<file path="config.mk">
export PLATFORM = sky130hd
export DESIGN_NAME = uart_rx_fifo
export DESIGN_NICKNAME = d
export VERILOG_FILES = /design/src/rtl/uart_rx_fifo_pkg.sv /design/src/rtl/uart_rx_fifo_mem.sv /design/src/rtl/uart_rx_fifo.sv
export SDC_FILE = /design/constraint.sdc
export NUM_CORES = 1
export LEC_CHECK = 0
export ABC_AREA = 1
export CAP_MARGIN = 20
export CORE_MARGIN = 3
export CORE_UTILIZATION = 60
export DETAILED_ROUTE_END_ITERATION = 16
export GPL_ROUTABILITY_DRIVEN = 0
export PLACE_DENSITY_LB_ADDON = 0.2
export SLEW_MARGIN = 20
export SYNTH_ARGS = -nofsm -noshare
export SYNTH_HDL_FRONTEND = slang
export SYNTH_SLANG_ARGS = --single-unit
</file>
<file path="constraint.sdc">
create_clock -name clk -period 4.78 [get_ports clk]
set_input_delay 0.717 -clock clk [delete_from_list [all_inputs] [get_ports clk]]
set_output_delay 0.717 -clock clk [all_outputs]
set_load 0.01 [all_outputs]
</file>
<file path="src/rtl/uart_rx_fifo_pkg.sv">
// Shared types and defaults for the UART receive FIFO.
// Default depth, byte type and the capture-handshake state encoding.
package uart_rx_fifo_pkg;

    localparam int UART_RX_FIFO_DEPTH_DEFAULT = 8;

    typedef logic [7:0] byte_t;

    typedef enum logic {
        IDLE = 1'b0,
        ACK  = 1'b1
    } cap_state_t;

endpackage

</file>
<file path="src/rtl/uart_rx_fifo_mem.sv">
// DEPTH x 8 register file: synchronous write port, asynchronous read port.
// Contents are deliberately left unreset; occupancy is tracked by the owner.
module uart_rx_fifo_mem
    import uart_rx_fifo_pkg::*;
#(
    parameter  int DEPTH = UART_RX_FIFO_DEPTH_DEFAULT,
    localparam int AW    = $clog2(DEPTH)
) (
    input  logic          clk,
    input  logic          we,
    input  logic [AW-1:0] waddr,
    input  logic [7:0]    wdata,
    input  logic [AW-1:0] raddr,
    output logic [7:0]    rdata
);

    byte_t mem_r [DEPTH];

    // Storage write on the rising edge when enabled.
    always_ff @(posedge clk) begin
        if (we) begin
            mem_r[waddr] <= wdata;
        end
    end

    assign rdata = mem_r[raddr];

endmodule

</file>
<file path="src/rtl/uart_rx_fifo.sv">
// UART receive FIFO: drains bytes via the has_byte/clr_hb handshake and
// exposes a show-ahead CPU read port. UART_RX_FIFO_THRESH_EN adds a thresh irq.
module uart_rx_fifo
    import uart_rx_fifo_pkg::*;
#(
    parameter  int DEPTH = UART_RX_FIFO_DEPTH_DEFAULT,
    localparam int AW    = $clog2(DEPTH)
) (
    input  logic        clk,
    input  logic        rst_n,
    input  logic [7:0]  uart_dout,
    input  logic        uart_has_byte,
    output logic        uart_clr_hb,
    input  logic        rd_en,
    output logic [7:0]  dout,
    output logic        empty,
    output logic        full,
    output logic [AW:0] count,
    output logic        overrun,
    input  logic        ovr_clr,
`ifdef UART_RX_FIFO_THRESH_EN
    input  logic [AW:0] thresh,
`endif
    output logic        irq
);

    localparam logic [AW:0]   DEPTH_C = (AW+1)'(DEPTH);
    localparam logic [AW:0]   ZERO_C  = (AW+1)'(0);
    localparam logic [AW:0]   ONE_C   = (AW+1)'(1);
    localparam logic [AW-1:0] PINC_C  = AW'(1);

    cap_state_t    state_r, state_s;
    logic [AW-1:0] wr_ptr_r, rd_ptr_r;
    logic [AW:0]   count_r;
    logic          clr_hb_r, clr_hb_s;
    logic          overrun_r, irq_r, irq_s;
    logic          capture_s, push_s, pop_s, drop_s;
    byte_t         rdata_s;

    // Capture FSM next state: one acknowledge cycle per byte seen in IDLE.
    always_comb begin
        state_s   = state_r;
        clr_hb_s  = 1'b0;
        capture_s = 1'b0;
        case (state_r)
            IDLE: begin
                if (uart_has_byte) begin
                    state_s   = ACK;
                    clr_hb_s  = 1'b1;
                    capture_s = 1'b1;
                end else begin
                    state_s   = IDLE;
                end
            end
            ACK:     state_s = IDLE;
            default: state_s = IDLE;
        endcase
    end

    // A full FIFO still accepts when the CPU frees a slot in the same cycle.
    assign pop_s  = rd_en && (count_r != ZERO_C);
    assign push_s = capture_s && ((count_r < DEPTH_C) || rd_en);
    assign drop_s = capture_s && !push_s;

    // Interrupt condition, sampled into irq_r so irq lags count by one cycle.
    always_comb begin
`ifdef UART_RX_FIFO_THRESH_EN
        irq_s = (count_r >= thresh) && (thresh != ZERO_C);
`else
        irq_s = (count_r != ZERO_C);
`endif
    end

    // Handshake, pointer, occupancy and flag registers.
    always_ff @(posedge clk or negedge rst_n) begin
        if (!rst_n) begin
            state_r   <= IDLE;
            clr_hb_r  <= 1'b0;
            wr_ptr_r  <= {AW{1'b0}};
            rd_ptr_r  <= {AW{1'b0}};
            count_r   <= ZERO_C;
            overrun_r <= 1'b0;
            irq_r     <= 1'b0;
        end else begin
            state_r  <= state_s;
            clr_hb_r <= clr_hb_s;
            irq_r    <= irq_s;
            if (push_s) begin
                wr_ptr_r <= wr_ptr_r + PINC_C;
            end
            if (pop_s) begin
                rd_ptr_r <= rd_ptr_r + PINC_C;
            end
            case ({push_s, pop_s})
                2'b10:   count_r <= count_r + ONE_C;
                2'b01:   count_r <= count_r - ONE_C;
                default: count_r <= count_r;
            endcase
            if (drop_s) begin
                overrun_r <= 1'b1;
            end else if (ovr_clr) begin
                overrun_r <= 1'b0;
            end
        end
    end

    uart_rx_fifo_mem #(
        .DEPTH (DEPTH)
    ) u_mem (
        .clk   (clk),
        .we    (push_s),
        .waddr (wr_ptr_r),
        .wdata (uart_dout),
        .raddr (rd_ptr_r),
        .rdata (rdata_s)
    );

    // Head byte is combinational so the CPU read mux sees it without delay.
    assign empty       = (count_r == ZERO_C);
    assign full        = (count_r == DEPTH_C);
    assign dout        = empty ? 8'h00 : rdata_s;
    assign count       = count_r;
    assign overrun     = overrun_r;
    assign irq         = irq_r;
    assign uart_clr_hb = clr_hb_r;

endmodule
</file>
Word-level counts from Yosys, hierarchy flattened
Memory sizes are Yosys's and may differ from the RTL's. Index checks and enable logic that the tools add are counted.

Register bits after elaboration: 14. Bits in latches: 0. Memory bits (writable): 64. ROM bits: 0. Output and inout port bits: 17. Word-level logic and storage cells: 35. Memories: 1.

Add/sub/neg operators: 4. Multipliers: 0. Divide/modulo/power cells: 0. Order comparisons: 1. Eq/ne operators: 3. Shifts and indexed selects: 0. Multiplexer cells: 9. Bitwise gates (word level): 1. Reductions and logical operators: 9.

Memory list: u_mem.mem_r (depth 8, bits a word 8, rd ports 1, clocked after Yosys merged registers in 0, wr ports 1, line uart_rx_fifo_mem.sv:17) `byte_t mem_r [DEPTH];`.

Operators with widths (number): $mux W8 (1); $pmux W4 S2 (1); $add A3 B1 Y3 const B (2); $mux W1 (6); $add A4 B1 Y4 const B (1); $eq A4 B4 Y1 const B (1); $logic_not A4 Y1 (1); $lt A4 B4 Y1 const B (1); $reduce_bool A2 Y1 (2); $reduce_bool A4 Y1 (1); $sub A4 B1 Y4 const B (1); $logic_and A1 B1 Y1 (3); $eq A2 B1 Y1 const B (1); $eq A2 B2 Y1 const B (1); $pmux W1 S2 (1); $logic_not A1 Y1 (1); $logic_or A1 B1 Y1 (1); $not A1 Y1 (1).

Depth between registers and ports, before layout
Depth in word-level cells: 6. Gate-level depth with buffers: 13.

Cells and area by module
A second synthesis with hierarchy kept.

Cells, all modules: 384. Area, all modules: 3648.5 um^2.

Modules (own cells, without submodules): uart_rx_fifo_mem (instances 1, cells an instance 295, area an instance 2890.3 um^2); uart_rx_fifo (instances 1, cells an instance 89, area an instance 758.2 um^2).

Worst setup path before layout
Ideal clock, no wire load.

Kind: input port to flip-flop. From: input uart_has_byte. To: memory u_mem.mem_r[0][0] (netlist bit), enable pin. Library setup time: 0.370 ns. Arrival: 1.606 ns. Path slack: 2.804 ns. Stages: 5. Path buffers: 0. Cells stage by stage: inv_1 -> nor2_2 -> o21ai_2 -> or2_1 -> nor2_1.

Cells in the longest elaborated chain, start to end: 5.

Ends and longest elaborated chain: from (decl) (line uart_rx_fifo.sv:12) `input logic uart_has_byte,`; $mux W1 (line uart_rx_fifo.sv:47) `if (uart_has_byte) begin`; $mux W1 (line uart_rx_fifo.sv:45) `case (state_r)`; net capture_s (line uart_rx_fifo.sv:37) `logic capture_s, push_s, pop_s, drop_s;`; $logic_and A1 B1 Y1 (line uart_rx_fifo.sv:62) `assign push_s = capture_s && ((count_r < DEPTH_C) || rd_en);`; $mux W1 (line uart_rx_fifo_mem.sv:21) `if (we) begin`; $mux W1 (implied by the code) (line uart_rx_fifo_mem.sv:22) `mem_r[waddr] <= wdata;`; to (decl) (line uart_rx_fifo_mem.sv:17).

The timed path passes the listed nets, and every way through them passes these cells.

Worst setup path in the final report
From: register rd_ptr_r[0]. To: output dout[6].

Cells in the longest elaborated chain, start to end: 2.

Ends and longest elaborated chain: from (decl) (line uart_rx_fifo.sv:33) `logic [AW-1:0] wr_ptr_r, rd_ptr_r;`; from (signal assigned) (line uart_rx_fifo.sv:80) `rd_ptr_r <= {AW{1'b0}};`; from (signal assigned) (line uart_rx_fifo.sv:92) `rd_ptr_r <= rd_ptr_r + PINC_C;`; $mem_v2 Z8 W8; $mux W8 (line uart_rx_fifo.sv:121) `assign dout = empty ? 8'h00 : rdata_s;`; to (decl) (line uart_rx_fifo.sv:15) `output logic [7:0] dout,`.

Every way passes these cells.

==> impl_metrics.yaml <==
outcome:
  status: "completed"
place:
  dpl.cell_count: 367
  hpwlAfterDp_um: 3910
  place_area_mm2: 0.00355
  port_buffers: 29
  dp_slack_ps: 1790
global_routing:
  grt.overflow.total: 0
  grt_pass1_vias: 2070
  grt_use_total_pct: 23.0
  grt_pass1_wl_um: 10500
  antenna_found_initial: 0
  grt_max_degree: 34
sta:
  fin_ws_ps: 1370
  period_share_pct: 71.4
  fmax_mhz: 293
  grt_setup_unrepaired: "no"
  tns_ps: 0
  drv_slew: 0
  skew_ps: 10.3
  max-slew-margin-rel_pct: 36.2
  finalHoldViolations: 0
  worstMarginPinSlew_ps: 954
  fin_crit_ps: 3410
  finalSetupViolCount: 0
critical_path:
  path_max_fanout: 33
  cpMostUsedCell: "nor2_1"
  crit_path_start_kind: "flop"
  crit_slowest_cell: "clkdlybuf4s50_1"
  cp.arrival_ps: 2690
  cp.required_ps: 4060
  crit_type: "flop to output pin"
  path_cells: "buf_4 -> inv_2 -> nor2_1 -> o22ai_1 -> nor2_1 -> nor2_1 -> clkdlybuf4s50_1"
  end_kind: "output pin"
  cp_slowest_stage_delay_ps: 550
clock_tree:
  path_clk_slew_ps: 80
  htreeDepth: 3
  clock_path_buffers: 2
  cts.sinks: 77
  ctsResizeCount: 0
  cts_tree: "built"
  clockRootBuffer: "clkbuf_8"
  cts_buffers: 9
  insertion_delay_ps: 350
  cts_setup_buffers: 0
  holdBufCountCts: 0
logic_synthesis:
  synthesis.area_mm2: 0.00325
  yosysWarningCount: 0
  synth_top_area_share_pct: 59.1
  seq_area_frac_synth_pct: 69.1
  synth_cell_type_count: 25
  synthTopCellsByArea: "edfxtp_1, dfrtp_1, nor2_1"
  syn_nets: 296
  synthCells: 278
  synth_top_area_cell: "edfxtp_1"
  avgSynthCellArea_um2: 11.7
  synth_seq_cells: 77
detailed_routing:
  drt-initial-drc-count: 193
  via_count: 2114
  vias_per_cell: 5.52
  wirelength_met1_um: 2610
  wl_met2_um: 3120
  drc: 0
  post_drt_wl_per_cell_um: 16.6
  dr.pass1.iters: 5
  ant_nets: 0
  wl_met3_um: 510
  drt-total-wl_um: 6370
  highest_layer: "met4"
final_layout:
  layout_commonest_cell: "nor2_1"
  final_cell_mix: "nor2_1, edfxtp_1, nand2_1"
  final_cells: 383
  n_fill_cell: 337
  syn_to_final_growth_pct: 15.7
  drive_above_1_share_pct: 8.31
  stdcell_area_mm2: 0.00376
  antenna_cells: 0
  nets: 326
pwr:
  ir_worst_vdd_mv: 0.373
  switchingPower_mw: 0.838
  p_sw_share_pct: 35.7
  internal-power_mw: 1.51
  p_per_area_mw_per_mm2: 624
  power_frac_comb_pct: 37.3
  power_frac_seq_pct: 40.5
  p_leak_nw: 1.38
  total_power_mw: 2.35
  clockPowerShare_pct: 22.2
min_path:
  hp-class: "flop to flop"
floorplanning:
  die_y_um: 79.6
  coreArea_mm2: 0.00517
  die_x_um: 79.6
  ios: 30
  dieArea_mm2: 0.00634
  rows: 26
  start_util_pct: 62.8
run:
  drv_cap: 0
-- worst paths after layout --
kind	slack, ps	cells after the start	start	end
max in group asynchronous	3620	1	rst_n	wr_ptr_r[2]
min reg2reg	450	1	uart_clr_hb	uart_clr_hb
max	1370	7	rd_ptr_r[0]	dout[6]
min	450	1	uart_clr_hb	uart_clr_hb
max reg2reg	2380	11	count[0]	count[2]
min in group asynchronous	760	1	rst_n	wr_ptr_r[0]
-- cell type report --
type	count	area, um2	share of cell area, %
repair buffers	30	298	7.91
clock buffers	10	128	3.39
multi-input cells	174	855	22.7
clock inverters	6	87.6	2.33
well taps	70	87.6	2.33
inverters	16	60.1	1.60
flip-flops and latches	77	2250	59.7
-- critical path: cells and delay by family, from the launching register on --
| family | cells | cell delay (ps) |
|---|---|---|
| AO/OA/AOI/OAI | 1 | 250 |
| AND/OR/NAND/NOR | 3 | 320 |
| buffers and inverters | 3 | 1270 |
| flip-flops | 1 | 500 |
-- per-stage QoR --
stage | utilization, % | hold WS, ps
finish | 72.7 | 454
global route | 72.7 | 478
CTS | 72.7 | 454
detailed placement | 68.6 | 444
global placement | 68.6 | 441
floorplan | - | 421
-- metal layers --
layer	GRT usage (%)	up-vias
li1	-	1024
met2	35.1	85
met5	0	-
met1	30.6	992
met3	6.09	13
met4	11.2	0
-- state kept, by name, summed over array words and instances, names as in the netlist --
signal	cells
count	4
uart_clr_hb	1
u_mem.mem_r	64
overrun	1
rd_ptr_r	3
irq	1
wr_ptr_r	3
-- power groups by stage --
stage	clock, mW	sequential, mW	combinational, mW
final	0.522	0.951	0.876
after global routing	0.568	0.965	0.987
after CTS	0.530	0.948	0.884
after detailed placement	0	0.964	0.869
after global placement	0	0.959	0.851
after floorplan	0	0.910	0.622
-- kinds of logic (layout without fill, tap and decap cells) --
group / after synthesis / count (layout) / share of synthesized area [%]
compound gates: 56 / 56 / 9.93
fa+ha+maj: 5 / 5 / 1.92
simple gates: 107 / 107 / 12.8
buf+inv: 27 / 62 / 4.58
xor+xnor: 6 / 6 / 1.62
flops: 77 / 77 / 69.1
-- cells in the mapped netlist (all sizes together) --
master / n
a21oi: 1
buf: 10
clkbuf: 1
clkinv: 1
dfrtp: 13
edfxtp: 64
ha: 5
inv: 15
nand2: 32
nand3: 4
nor2: 69
nor4: 1
o211ai: 8
o21ai: 39
o22ai: 8
or2: 1
xnor2: 3
xor2: 3
(Power assumes the default switching activity.)
